**src/rtl/increment_counter_pkg.sv**
```systemverilog
// Shared definitions for the load-and-increment counter and the blocks that consume its output.
package increment_counter_pkg;

    localparam int COUNTER_WIDTH_DEFAULT = 4;

    typedef logic [COUNTER_WIDTH_DEFAULT-1:0] count_t;

endpackage

```
**src/rtl/increment_counter_count_incrementer.sv**
```systemverilog
// Combinational WIDTH-bit +1 unit; the carry out of the top bit is dropped so the sum wraps.
module count_incrementer
    import increment_counter_pkg::*;
#(
    parameter int WIDTH = COUNTER_WIDTH_DEFAULT
) (
    input  logic [WIDTH-1:0] a,
    output logic [WIDTH-1:0] sum
);

    // carry[i] is the carry into bit i; carry[0] is the constant +1.
    logic [WIDTH-1:0] carry;

    assign carry[0] = 1'b1;

    generate
        for (genvar gi = 0; gi < WIDTH; gi++) begin : g_bit
            assign sum[gi] = a[gi] ^ carry[gi];
            if (gi < WIDTH - 1) begin : g_carry
                assign carry[gi+1] = a[gi] & carry[gi];
            end
        end
    endgenerate

endmodule

```
**src/rtl/increment_counter.sv**
```systemverilog
// Registered counter: every rising edge stores num + 1 (mod 2^WIDTH); reset clears out asynchronously.
module increment_counter
    import increment_counter_pkg::*;
#(
    parameter int WIDTH = COUNTER_WIDTH_DEFAULT
) (
    input  logic             clk,
    input  logic             reset,
    input  logic [WIDTH-1:0] num,
    output logic [WIDTH-1:0] out
);

    logic [WIDTH-1:0] count_reg;
    logic [WIDTH-1:0] count_next;

    count_incrementer #(
        .WIDTH(WIDTH)
    ) u_incrementer (
        .a  (num),
        .sum(count_next)
    );

    always_ff @(posedge clk or posedge reset) begin
        if (reset) begin
            count_reg <= '0;
        end else begin
            count_reg <= count_next;
        end
    end

    // Output comes straight from the register, so num never reaches out combinationally.
    assign out = count_reg;

endmodule

```
**config.mk**
```make
export PLATFORM = sky130hd
export DESIGN_NAME = increment_counter
export DESIGN_NICKNAME = d
export VERILOG_FILES = /design/src/rtl/increment_counter_pkg.sv /design/src/rtl/increment_counter_count_incrementer.sv /design/src/rtl/increment_counter.sv
export SDC_FILE = /design/constraint.sdc
export NUM_CORES = 1
export LEC_CHECK = 0
export CORE_AREA = 2 2 39 41
export DETAILED_ROUTE_END_ITERATION = 7
export DIE_AREA = 0 0 41 43
export GPL_ROUTABILITY_DRIVEN = 0
export PLACE_DENSITY_LB_ADDON = 0.08
export SYNTH_ARGS = -nofsm -noshare
export SYNTH_HDL_FRONTEND = slang
export SYNTH_HIERARCHICAL = 1
export SYNTH_SLANG_ARGS = --single-unit
```
**constraint.sdc**
```tcl
create_clock -name clk -period 0.8 [get_ports clk]
set_clock_uncertainty 0.1 [all_clocks]
set_input_delay 0.16 -clock clk [delete_from_list [all_inputs] [get_ports clk]]
set_output_delay 0.16 -clock clk [all_outputs]
set_load 0.05 [all_outputs]
```
==> qor.yml, run 1 <==
num_antenna_cells: 0
drtIter0Drc: 0
syn_area_per_cell_um2: 15.7
clock-root-buffer: "clkbuf_4"
setup-violations-final: 4
drv_slew: 0
dp_hpwl_um: 247
antenna_found_initial: 0
viasPerCell: 2.73
worstMarginPinSlew_ns: 0.150
cts_tree: "done"
p_comb_share_pct: 27.4
cts_buffers: 3
cap_violations: 0
grt_util_all_layers_pct: 6.26
setup_slack_ns: -0.247
std_cell_rows: 14
chipHeight_um: 43
path_clk_slew_ns: 0.04
nNetsFinal: 31
num_vias: 101
run_status: "finished, violations left"
finalHoldViolations: 0
wl_per_cell_um: 9.00
p_sw_share_pct: 27.6
slew_headroom_pct: 90.0
routed_wl_um: 333
critPathTopFamily: "flip-flops"
p_sw_uw: 185
grt_start_max_net_pins: 5
clock_path_buffers: 2
gr-total-overflow: 0
antenna_left: 0
drcViolationCount: 0
cp.arrival_ns: 0.79
dpl_worst_slack_ns: -0.552
clock_sinks: 4
slowest_stage: "dfrtp_2"
tns_ns: -0.971
post-route-period-util_pct: 131
path_cells: "buf_12"
p_leak_nw: 0.147
syn2layout_area_growth_pct: 135
final_core_util_pct: 24.1
fp.dieW_um: 41
start_kind: "flop"
grt_pass1_wl_um: 586
p_int_uw: 486
period_needed_ns: 1.05
vdd_drop_max_v: 0.000420
die-area_um2: 1760
yosys.cell_types.count: 4
dr.pass1.iters: 1
power_density_nw_per_um2: 2020
yosys_warnings: 6
synth_top_area_share_pct: 70.8
path_class: "flop to primary output"
crit_fanout: 1
synth_seq_cells: 4
core_area_um2: 1380
synth_largest_area_cell: "dfrtp_1"
end_kind: "primary output"
slowest_delay_ns: 0.40
path_buf_inv: 1
largest_reg_flops: 4
initial_utilization_pct: 10.2
synth_area_leaders: "dfrtp_1, ha_1, xor2_1"
grt_setup_unrepaired: "yes"
cp.required_ns: 0.54
seq_power_share_pct: 35.5
violations: "setup timing"
hold_path_class: "primary input to async pin"
pwr-share-clk_pct: 37.1
postSynthNetCount: 17
synthCells: 9
syn-cell-area_um2: 141
yosysSeqAreaShare_pct: 70.8
fmax_ghz: 0.956
h-tree-depth: 1
grt_pass1_vias: 119
ios: 10
portBuffers: 9
drive_gt1_share_pct: 71.4
per-stage QoR:
step | power [mW] | hold WS [ns] | instance area, µm² | std cells
floorplan | 0.309 | -0.174 | 151 | 9
finish | 0.671 | 0.0114 | 333 | 37
global route | 0.703 | 0.0252 | 333 | 37
CTS | 0.686 | 0.0115 | 334 | 37
detailed placement | 0.423 | 0.257 | 302 | 34
global placement | 0.422 | 0.263 | 302 | 34
logic make-up after synthesis:
family | after synthesis | synth area share (%)
xor+xnor | 1 | 6.20
fa+ha+maj | 2 | 17.7
buf+inv | 2 | 5.31
flops | 4 | 70.8
cell usage after synthesis:
master / count
ha_1: 2
xor2_1: 1
dfrtp_1: 4
inv_1: 2
cells in the final DEF, fill, tap and decap left out:
cell,instances
dfrtp_2,4
clkdlybuf4s50_1,2
xor2_1,1
clkbuf_2,1
ha_4,2
buf_2,1
buf_12,4
dlygate4sd2_1,1
clkbuf_4,3
inv_1,2
path summary, 6_finish.rpt:
kind / to / from / slack, ns / cells past startpoint
min in group clk: out[0] / num[0] / 0.02 / 2
setup / recovery: out[1] / out[1] / -0.25 / 1
max in group asynchronous: out[3] / reset / 0.42 / 2
hold / removal: out[0] / reset / 0.01 / 2
power groups by stage:
stage / Combinational (mW) / Sequential [mW] / Clock (mW)
6_report: 0.184 / 0.238 / 0.249
5_1_grt: 0.196 / 0.240 / 0.268
4_1_cts: 0.182 / 0.239 / 0.264
3_5_place_dp: 0.181 / 0.242 / 0
3_3_place_gp: 0.181 / 0.241 / 0
2_1_floorplan: 0.0136 / 0.295 / 0
cell type report:
type	count	area, µm²
fillers	152	1050
repair buffers	9	119
flip-flops and latches	4	105
multi-input cells	3	58.8
clock buffers	3	22.5
well taps	16	20.0
inverters	2	7.51
per-layer routing:
layer / GRT usage (%) / part of all wire [%] / up-vias
met1: 5.88 / 30 / 46
met3: 3.14 / 6.0 / 0
met4: 10.0 / 0 / 0
met2: 7.19 / 64 / 4
li1: - / - / 51
met5: 0 / 0 / -
what timing repair did:
item | in CTS | in global routing
cloned | 0 | 0
hold buffers | 0 | 0
pin swaps | 3 | 2
setup buffers | 0 | 0
gates resized for setup | 7 | 3
endpoints found under the setup margin | 7 | 5
Power figures use the tool's default switching activity.
==> run 2, diff against run 1 <==
--- a/config.mk
+++ b/config.mk
@@ -5,11 +5,13 @@
 export SDC_FILE = /design/constraint.sdc
 export NUM_CORES = 1
 export LEC_CHECK = 0
+export ABC_AREA = 1
 export CORE_AREA = 2 2 39 41
 export DETAILED_ROUTE_END_ITERATION = 7
 export DIE_AREA = 0 0 41 43
 export GPL_ROUTABILITY_DRIVEN = 0
 export PLACE_DENSITY_LB_ADDON = 0.08
+export SLEW_MARGIN = 20
 export SYNTH_ARGS = -nofsm -noshare
 export SYNTH_HDL_FRONTEND = slang
 export SYNTH_HIERARCHICAL = 1
==> run 2 against run 1 <==
The run ends with hold timing, setup timing left. Die area unchanged. Largest power group unchanged. Critical path depth unchanged. Non-clock buffer count did not move. Largest cell class unchanged. Hold slack lost 0.024 ns. Sequential power hardly changed.
==> qor.yml, run 2 <==
run_status: "finished, violations left"
violations: "hold timing, setup timing"
crit_fanout: 1
cp_num_cells: 1
layout.area.seq_um2: 105
cap_violations: 0
synth_seq_cells: 4
multi_input_area_um2: 53.8
gr-total-overflow: 0
core_area_um2: 1380
initial_utilization_pct: 10.9
p_sw_share_pct: 28.3
total_power_uw: 671
setup_slack_ns: -0.249
synth_top_area_share_pct: 66.1
vdd_drop_max_v: 0.000523
hold_depth: 2
clock_sinks: 4
pwr-share-clk_pct: 38.6
grt_util_all_layers_pct: 5.23
fp.dieW_um: 41
syn_area_per_cell_um2: 11.6
cp.arrival_ns: 0.79
num_vias: 118
period_needed_ns: 1.05
critPathTopFamily: "flip-flops"
yosys.cell_types.count: 4
placed_area_um2: 312
cts_setup_buffers: 0
synth_ff_type: "dfrtp_1"
wl_per_cell_um: 7.59
path_clk_slew_ns: 0.04
end_kind: "primary output"
grt_pass1_vias: 112
yosysSeqAreaShare_pct: 66.1
grt_pass1_wl_um: 483
p_leak_nw: 0.166
portBuffers: 9
p_int_uw: 481
setup-violations-final: 4
drtIter0Drc: 0
cp.required_ns: 0.54
grt_setup_unrepaired: "yes"
syn-cell-area_um2: 151
antenna_left: 0
p_sw_uw: 190
hold_ws_ns: -0.0126
post-route-period-util_pct: 131
synth_largest_area_cell: "dfrtp_1"
largest_reg_flops: 4
final_core_util_pct: 24.8
drcViolationCount: 0
slew_headroom_pct: 88.9
fmax_ghz: 0.953
hold_path_class: "primary input to flop"
synthCells: 13
async_flop_share_pct: 100
clock_path_buffers: 2
netlist_top_cells_count: "dfrtp_1, inv_1, nand2_1"
path_cells: "buf_12"
ios: 10
worstMarginPinSlew_ns: 0.166
h-tree-depth: 1
slowest_stage: "dfrtp_2"
drv_slew: 0
power_density_nw_per_um2: 1960
final_cell_mix: "dfrtp_2, buf_12, inv_1, clkbuf_4, nand2_1"
std_cell_rows: 14
synth_area_leaders: "dfrtp_1, ha_1, inv_1"
yosys_warnings: 6
path_class: "flop to primary output"
drive_gt1_share_pct: 64.0
slowest_delay_ns: 0.40
clock-root-buffer: "clkbuf_4"
chipHeight_um: 43
stdcell_area_um2: 343
cts_tree: "done"
syn2layout_area_growth_pct: 126
dp_hpwl_um: 239
postSynthNetCount: 21
cts_buffers: 3
grt_start_max_net_pins: 5
antenna_found_initial: 0
p_comb_share_pct: 26.2
viasPerCell: 2.88
fillers: 144
finalHoldViolations: 1
dr.pass1.iters: 1
cts_hold_buffers: 0
synth_edf_count: 0
nNetsFinal: 35
path_buf_inv: 1
num_antenna_cells: 0
seq_power_share_pct: 35.2
die-area_um2: 1760
routed_wl_um: 311
start_kind: "flop"
## run 2: stage by stage
step | TNS (ns) | cells | worst slack [ns] | hold slack, ns
floorplan | 0 | 13 | 0.00507 | -0.174
global placement | -1.49 | 38 | -0.532 | 0.268
detailed placement | -1.54 | 38 | -0.548 | 0.265
CTS | -1.03 | 41 | -0.260 | 0.0175
global route | -1.04 | 41 | -0.263 | -0.00331
finish | -0.985 | 41 | -0.249 | -0.0126
## run 2: repair_timing
| action | 4_1_cts | 5_1_grt |
|---|---|---|
| hold endpoints to repair | 0 | 1 |
| resized for setup | 5 | 5 |
| endpoints found under the setup margin | 7 | 5 |
| pin swaps | 2 | 3 |
## run 2: routing by layer
metal  global-route usage [%]  share of wire (%)
met3                     3.14                8.7
met5                        0                  0
met2                     4.69                 57
met4                     10.0                  0
met1                     5.16                 34
## run 2: worst paths after layout
kind | start | end | slack (ns)
setup / recovery | out[1] | out[1] | -0.25
hold / removal | num[0] | out[0] | -0.01
max in group asynchronous | reset | out[2] | 0.41
min in group asynchronous | reset | out[1] | 0.01
## run 2: cell families (layout without fill, tap and decap cells)
family	Yosys count	after routing	synth area share, %
adders and majority gates	2	2	16.5
buffers and inverters	4	16	9.91
DFF	4	4	66.1
and+or+nand+nor	3	3	7.44
## run 2: layout make-up
cell class / count / area share (%)
Timing Repair Buffer: 9 / 36.9
Sequential cell: 4 / 30.7
Multi-Input combinational cell: 5 / 15.7
Clock buffer: 3 / 6.57
Tap cell: 16 / 5.84
Inverter: 4 / 4.38
## run 2: power groups by stage
stage          clock [mW]  combinational [mW]  sequential [mW]
2_1_floorplan           0              0.0157            0.291
3_3_place_gp            0               0.176            0.239
3_5_place_dp            0               0.177            0.240
4_1_cts             0.269               0.177            0.237
5_1_grt             0.271               0.185            0.237
6_report            0.259               0.176            0.237
